===== config.mk =====
export PLATFORM = sky130hd
export DESIGN_NAME = ex_muldiv
export DESIGN_NICKNAME = d
export VERILOG_FILES = /design/src/rtl/ex_muldiv.sv
export SDC_FILE = /design/constraint.sdc
export NUM_CORES = 1
export LEC_CHECK = 0
export BUFFER_PORTS_ARGS = -buffer_cell sky130_fd_sc_hd__buf_2
export CORE_MARGIN = 10
export CORE_UTILIZATION = 61
export CTS_BUF_LIST = sky130_fd_sc_hd__clkbuf_16
export CTS_CLUSTER_SIZE = 40
export DETAILED_ROUTE_END_ITERATION = 10
export PLACE_DENSITY = 0.83
export SYNTH_ARGS = -nofsm -noshare
export SYNTH_HDL_FRONTEND = slang
export SYNTH_SLANG_ARGS = --single-unit

===== constraint.sdc =====
create_clock -name clk -period 6.3 [get_ports clk]
set_input_delay 0.63 -clock clk [delete_from_list [all_inputs] [get_ports clk]]
set_output_delay 0.63 -clock clk [all_outputs]
set_load 0.02 [all_outputs]

===== src/rtl/ex_muldiv.sv =====
// ex_muldiv: iterative RV32M multiply/divide unit living in the Execute stage.
// Multiplies use radix-2 shift-add over 32 cycles, divides use restoring
// division over 32 cycles, followed by a sign-fixup cycle and a one-cycle
// DONE pulse. Divide-by-zero and signed overflow finish after one cycle.
// Optional build macro MULDIV_FAST_MUL_EN: funct3 0-3 complete through a
// single-cycle combinational multiplier instead of the iterative path.
module ex_muldiv #(
   parameter int XLEN  = 32,
   parameter int CNT_W = 6
) (
   input  logic            clk,
   input  logic            reset,
   input  logic            flushE,
   input  logic            startE,
   input  logic [2:0]      funct3E,
   input  logic [XLEN-1:0] srcAE,
   input  logic [XLEN-1:0] srcBE,
   output logic            busyE,
   output logic            doneE,
   output logic [XLEN-1:0] resultE
);

   typedef enum logic [1:0] {
      IDLE  = 2'd0,
      CALC  = 2'd1,
      FIXUP = 2'd2,
      DONE  = 2'd3
   } state_t;

   localparam logic [2:0] F_MUL    = 3'd0;
   localparam logic [2:0] F_MULH   = 3'd1;
   localparam logic [2:0] F_MULHSU = 3'd2;
   localparam logic [2:0] F_MULHU  = 3'd3;
   localparam logic [2:0] F_DIV    = 3'd4;
   localparam logic [2:0] F_DIVU   = 3'd5;
   localparam logic [2:0] F_REM    = 3'd6;
   localparam logic [2:0] F_REMU   = 3'd7;

   localparam logic [CNT_W-1:0] LAST_CNT = CNT_W'(XLEN - 1);

   // two's-complement negation of a word
   function automatic logic [XLEN-1:0] neg_w(input logic [XLEN-1:0] v);
      return ~v + {{(XLEN-1){1'b0}}, 1'b1};
   endfunction

   // two's-complement negation of a double word
   function automatic logic [2*XLEN-1:0] neg_dw(input logic [2*XLEN-1:0] v);
      return ~v + {{(2*XLEN-1){1'b0}}, 1'b1};
   endfunction

   state_t            state_r;
   logic [CNT_W-1:0]  cnt_r;
   logic [2:0]        op_r;
   logic              neg_r;
   logic [XLEN-1:0]   opb_r;     // multiplicand |A| or divisor |B|
   logic [2*XLEN-1:0] acc_r;     // product, or {0, quotient/dividend}
   logic [XLEN-1:0]   rem_r;     // partial remainder (always < divisor)
   logic              done_r;
   logic [XLEN-1:0]   result_r;

   logic              a_sgn_s;
   logic              b_sgn_s;
   logic              a_neg_s;
   logic              b_neg_s;
   logic [XLEN-1:0]   mag_a_s;
   logic [XLEN-1:0]   mag_b_s;
   logic              sign_s;
   logic              special_s;
   logic [XLEN-1:0]   special_res_s;

   logic [XLEN:0]     mul_sum_s;
   logic [2*XLEN-1:0] mul_next_s;
   logic [XLEN:0]     div_shift_s;
   logic              div_ge_s;
   logic [XLEN-1:0]   div_rem_next_s;
   logic [XLEN-1:0]   div_quo_next_s;

   logic [2*XLEN-1:0] prod_s;
   logic [XLEN-1:0]   quo_s;
   logic [XLEN-1:0]   remv_s;
   logic [XLEN-1:0]   fix_res_s;
   logic              busy_s;

   // operand signedness, magnitudes, result sign and early-exit results
   always_comb begin
      a_sgn_s       = 1'b0;
      b_sgn_s       = 1'b0;
      special_s     = 1'b0;
      special_res_s = {XLEN{1'b0}};
      case (funct3E)
         F_MUL, F_MULH, F_DIV, F_REM: begin
            a_sgn_s = 1'b1;
            b_sgn_s = 1'b1;
         end
         F_MULHSU: begin
            a_sgn_s = 1'b1;
            b_sgn_s = 1'b0;
         end
         default: begin
            a_sgn_s = 1'b0;
            b_sgn_s = 1'b0;
         end
      endcase
      a_neg_s = a_sgn_s & srcAE[XLEN-1];
      b_neg_s = b_sgn_s & srcBE[XLEN-1];
      mag_a_s = a_neg_s ? neg_w(srcAE) : srcAE;
      mag_b_s = b_neg_s ? neg_w(srcBE) : srcBE;
      // remainder follows the dividend; everything else follows the product sign
      if (funct3E == F_REM) begin
         sign_s = a_neg_s;
      end else begin
         sign_s = a_neg_s ^ b_neg_s;
      end
      if (funct3E[2]) begin
         if (srcBE == {XLEN{1'b0}}) begin
            special_s     = 1'b1;
            special_res_s = funct3E[1] ? srcAE : {XLEN{1'b1}};
         end else if (!funct3E[0] && (srcAE == {1'b1, {(XLEN-1){1'b0}}})
                      && (srcBE == {XLEN{1'b1}})) begin
            special_s     = 1'b1;
            special_res_s = funct3E[1] ? {XLEN{1'b0}} : srcAE;
         end else begin
            special_s     = 1'b0;
            special_res_s = {XLEN{1'b0}};
         end
      end else begin
         special_s     = 1'b0;
         special_res_s = {XLEN{1'b0}};
      end
   end

`ifdef MULDIV_FAST_MUL_EN
   logic [2*XLEN-1:0] fast_a_s;
   logic [2*XLEN-1:0] fast_b_s;
   logic [2*XLEN-1:0] fast_prod_s;
   logic [XLEN-1:0]   fast_res_s;

   // single-cycle signed/unsigned multiply via sign-extended operands
   always_comb begin
      fast_a_s    = {{XLEN{a_neg_s}}, srcAE};
      fast_b_s    = {{XLEN{b_neg_s}}, srcBE};
      fast_prod_s = fast_a_s * fast_b_s;
      if (funct3E == F_MUL) begin
         fast_res_s = fast_prod_s[XLEN-1:0];
      end else begin
         fast_res_s = fast_prod_s[2*XLEN-1:XLEN];
      end
   end
`endif

   // one shift-add step and one restoring-divide step
   always_comb begin
      mul_sum_s      = {1'b0, acc_r[2*XLEN-1:XLEN]}
                     + (acc_r[0] ? {1'b0, opb_r} : {(XLEN+1){1'b0}});
      mul_next_s     = {mul_sum_s, acc_r[XLEN-1:1]};
      div_shift_s    = {rem_r, acc_r[XLEN-1]};
      div_ge_s       = (div_shift_s >= {1'b0, opb_r});
      div_rem_next_s = div_ge_s ? (div_shift_s[XLEN-1:0] - opb_r) : div_shift_s[XLEN-1:0];
      div_quo_next_s = {acc_r[XLEN-2:0], div_ge_s};
   end

   // sign correction and final result selection
   always_comb begin
      prod_s = neg_r ? neg_dw(acc_r) : acc_r;
      quo_s  = neg_r ? neg_w(acc_r[XLEN-1:0]) : acc_r[XLEN-1:0];
      remv_s = neg_r ? neg_w(rem_r) : rem_r;
      case (op_r)
         F_MUL:                     fix_res_s = prod_s[XLEN-1:0];
         F_MULH, F_MULHSU, F_MULHU: fix_res_s = prod_s[2*XLEN-1:XLEN];
         F_DIV, F_DIVU:             fix_res_s = quo_s;
         F_REM, F_REMU:             fix_res_s = remv_s;
         default:                   fix_res_s = {XLEN{1'b0}};
      endcase
   end

   // stall request: start cycle in IDLE, whole of CALC and FIXUP
   always_comb begin
      case (state_r)
         IDLE:    busy_s = startE;
         CALC:    busy_s = 1'b1;
         FIXUP:   busy_s = 1'b1;
         DONE:    busy_s = 1'b0;
         default: busy_s = 1'b0;
      endcase
   end

   assign busyE   = busy_s & ~reset;
   assign doneE   = done_r;
   assign resultE = result_r;

   // control FSM and datapath registers
   always_ff @(posedge clk or posedge reset) begin
      if (reset) begin
         state_r  <= IDLE;
         cnt_r    <= {CNT_W{1'b0}};
         op_r     <= 3'd0;
         neg_r    <= 1'b0;
         opb_r    <= {XLEN{1'b0}};
         acc_r    <= {(2*XLEN){1'b0}};
         rem_r    <= {XLEN{1'b0}};
         done_r   <= 1'b0;
         result_r <= {XLEN{1'b0}};
      end else if (flushE) begin
         state_r <= IDLE;
         cnt_r   <= {CNT_W{1'b0}};
         done_r  <= 1'b0;
      end else begin
         case (state_r)
            IDLE: begin
               done_r <= 1'b0;
               if (startE) begin
                  op_r  <= funct3E;
                  neg_r <= sign_s;
                  cnt_r <= {CNT_W{1'b0}};
                  rem_r <= {XLEN{1'b0}};
                  if (funct3E[2]) begin
                     opb_r <= mag_b_s;
                     acc_r <= {{XLEN{1'b0}}, mag_a_s};
                  end else begin
                     opb_r <= mag_a_s;
                     acc_r <= {{XLEN{1'b0}}, mag_b_s};
                  end
                  if (special_s) begin
                     result_r <= special_res_s;
                     done_r   <= 1'b1;
                     state_r  <= DONE;
                  end
`ifdef MULDIV_FAST_MUL_EN
                  else if (!funct3E[2]) begin
                     result_r <= fast_res_s;
                     done_r   <= 1'b1;
                     state_r  <= DONE;
                  end
`endif
                  else begin
                     state_r <= CALC;
                  end
               end else begin
                  state_r <= IDLE;
               end
            end
            CALC: begin
               if (op_r[2]) begin
                  rem_r <= div_rem_next_s;
                  acc_r <= {{XLEN{1'b0}}, div_quo_next_s};
               end else begin
                  acc_r <= mul_next_s;
               end
               cnt_r <= cnt_r + {{(CNT_W-1){1'b0}}, 1'b1};
               if (cnt_r == LAST_CNT) begin
                  state_r <= FIXUP;
               end else begin
                  state_r <= CALC;
               end
            end
            FIXUP: begin
               result_r <= fix_res_s;
               done_r   <= 1'b1;
               state_r  <= DONE;
            end
            DONE: begin
               done_r  <= 1'b0;
               state_r <= IDLE;
            end
            default: begin
               done_r  <= 1'b0;
               state_r <= IDLE;
            end
         endcase
      end
   end

endmodule

==> results.cfg <==
[clock_network]
clkLatencyLatePin_ns = 0.46
clk_path_buf_depth = 2
postCtsSetupRepairBufs = 0
clkTransAtPathRegs_ns = 0.09
clock-sinks = 173
h-tree-depth = 4
numCtsBuffers = 17
cts_tree = built
holdBufCountCts = 0
cts-root-buf = clkbuf_16
cts_resized = 0

[logic_synthesis]
synth_mux_area_share_pct = 3.91
synth_top_family_by_area = compound AO/OA/AOI/OAI gates
synth.most_common_cell = nand2_1
synthCells = 2048
synth-seq-cells = 173
seq_area_frac_synth_pct = 27.3
synth_area_leader_cell = dfrtp_1
synthXorXnorAreaFrac_pct = 10.9
synthDominantCellAreaShare_pct = 27.3
syn_avg_cell_area_sq_um = 7.75
yosys.area_share.simple_pct = 19.6
synth.distinct_cells = 82
synth-edff-count = 0
ys.flop_type = dfrtp_1
synthTopCellsByCount = 224 x nand2_1, 219 x nor2_1, 196 x o21ai_0
synth_area_sq_um = 15900
synth_compound_area_share_pct = 27.6
yosys_warnings = 0
synthAdderAreaFrac_pct = 6.08
async_reset_ff_share_pct = 100
synth.net_count = 2195
synth_area_leaders = dfrtp_1 27%, o21ai_0 6.2%, xor2_1 5.8%

[finish]
syn_to_final_growth_pct = 7.72
final_cells = 2410
drive_gt1_share_pct = 10.6
antennaDiodeCount = 0
nets = 2214
fill_cells = 2171
final_area_sq_um = 17100

[status]
outcome = complete, no violations

[pwr]
intPower_mw = 2.70
leakagePower_nw = 7.58
clock_power_share_pct = 22.1
power_mw = 5.13
vdd_ir_drop_max_v = 0.000225
switching_power_mw = 2.43
power_density_nw_per_um2 = 300
seqPwrFrac_pct = 31.8
pwr-share-comb_pct = 46.2
switching_share_pct = 47.3

[timing]
finalCritPeriodShare_pct = 69.0
fmax_ghz = 0.230
tightestPinTransition_ns = 1.17
slew_violations = 0
finClkSkew_ns = 0.0168
setup_viol = 0
tns_ns = 0
hold_viol_final = 0
rsz0062_at_grt = no
slew_headroom_pct = 21.4
fin_crit_ns = 4.35

[setup_path]
crit_family = compound AO/OA/AOI/OAI gates
end_kind = register
path_buf_inv = 1
arrival_ns = 4.70
ff2ff_setup_slack_ns = 1.95
r2r_cells = 12
path_class = reg2reg
startpoint = acc_r[0]
r2r-end = acc_r[61]
worst_path_most_repeated_cell = o211ai_1
required_ns = 6.65
crit_end = acc_r[61]
reg2reg_from = acc_r[0]
worst-path-stages = 12
max_stage_delay_ns = 0.80
worst-path-max-fanout = 32
cp-start-kind = register
critical_path.slowest_cell = inv_1
critical_path.cell_chain = inv_1, nor2_1, ha_1, nor2b_1, o21ai_0, a21oi_1, o211ai_1, o211ai_1, a31oi_1, o311ai_0, xor2_1, a22o_1

[routing]
viasPerCell = 6.93
drc_errors = 0
drt_iter0_drc = 2483
vias = 16700
postRouteWirelength_um = 59500
antenna_left = 0
firstDrtPassIters = 8
post_drt_wl_per_cell_um = 24.7

[placed_design]
placed_area_sq_um = 16500
gp_congestion = 1.06
dp_cells = 2378
port_buffers = 104
place_hpwl_um = 45500

[die]
rows = 58
io_pins = 105
core_sq_um = 25400
die_w_um = 181
die_height_um = 181
die_area_sq_um = 32900
initial_utilization_pct = 62.5

[grt]
antenna_found_initial = 2
grt_pass1_vias = 15200
grtUsageTotal_pct = 34.8
grt_first_pass_wirelength_um = 90900
overflow = 0
grt_max_degree = 85

[job]
max-cap-violations = 0

[min_path]
min_path_type = in2async
[worst min path at each step]
stage / start / endpoint / slack [ns] / depth (start not counted)
2_1_floorplan: opb_r[12] / opb_r[12] / 0.45 / 2
3_3_place_gp: resultE[21] / resultE[21] / 0.46 / 2
3_5_place_dp: opb_r[13] / opb_r[13] / 0.47 / 1
4_1_cts: reset / resultE[20] / 0.24 / 2
5_1_grt: reset / state_r[1] / 0.25 / 2
6_report: reset / state_r[1] / 0.21 / 2
[power by group through the flow]
stage	logic, mW	registers [mW]	clock network, mW
2_1_floorplan	1.56	1.60	0
3_3_place_gp	2.23	1.62	0
3_5_place_dp	2.27	1.63	0
4_1_cts	2.29	1.61	1.13
5_1_grt	2.54	1.66	1.17
6_report	2.37	1.63	1.13
[cell families after synthesis]
kind of cell / count (synthesis)
AOI/OAI and AO/OA: 689
and+or+nand+nor: 666
xor gates and xnor gates: 198
buffers and inverters: 188
DFF: 173
adders and majority gates: 76
muxes: 58
[flip-flops by register name, indices dropped and copies added, names as in the netlist]
register and count:
cnt_r 6, opb_r 32, state_r 2, acc_r 64, rem_r 32, doneE 1, resultE 32, op_r 3
neg_r 1
[stage by stage]
stage / hold WS, ns / worst slack, ns / utilization [%]
finish: 0.207 / 1.95 / 67.3
global route: 0.253 / 1.69 / 67.3
CTS: 0.242 / 2.11 / 67.3
detailed placement: 0.466 / 2.18 / 64.9
global placement: 0.461 / 2.25 / 64.9
floorplan: 0.449 / 0.982 / -
[placed cells by master, fill, tap and decap left out, drive strengths merged, types with 32 or more instances in the layout]
master  Yosys  routed
xnor2      92      92
nand2     224     224
inv        64      71
a21o       50      50
nor2      219     219
a31oi      32      32
a21oi     154     154
xor2      106     106
ha         74      74
o21ai     202     202
buf        21     123
mux2       32      32
a211oi     40      40
nor3       36      36
o31ai      51      51
dfrtp     173     173
[cell type report]
class	count	area [sq um]	share of cell area [%]
multi-input cells	1687	10800	63.3
flip-flops and latches	173	4330	25.3
well taps	330	413	2.41
clock buffers	17	425	2.49
inverters	65	249	1.46
clock inverters	15	191	1.12
repair buffers	123	663	3.88
[layer usage]
layer  global-route usage, %  part of all wire [%]  wire (um)  up-vias
li1                        -                     -          -     7503
met1                    46.2                    40      23500     7919
met2                    51.8                    43      25600     1088
met3                    9.23                    12       7310      199
met4                    16.3                   5.2       3110        0
met5                       0                     0          0        -
(Power assumes the default switching activity.)
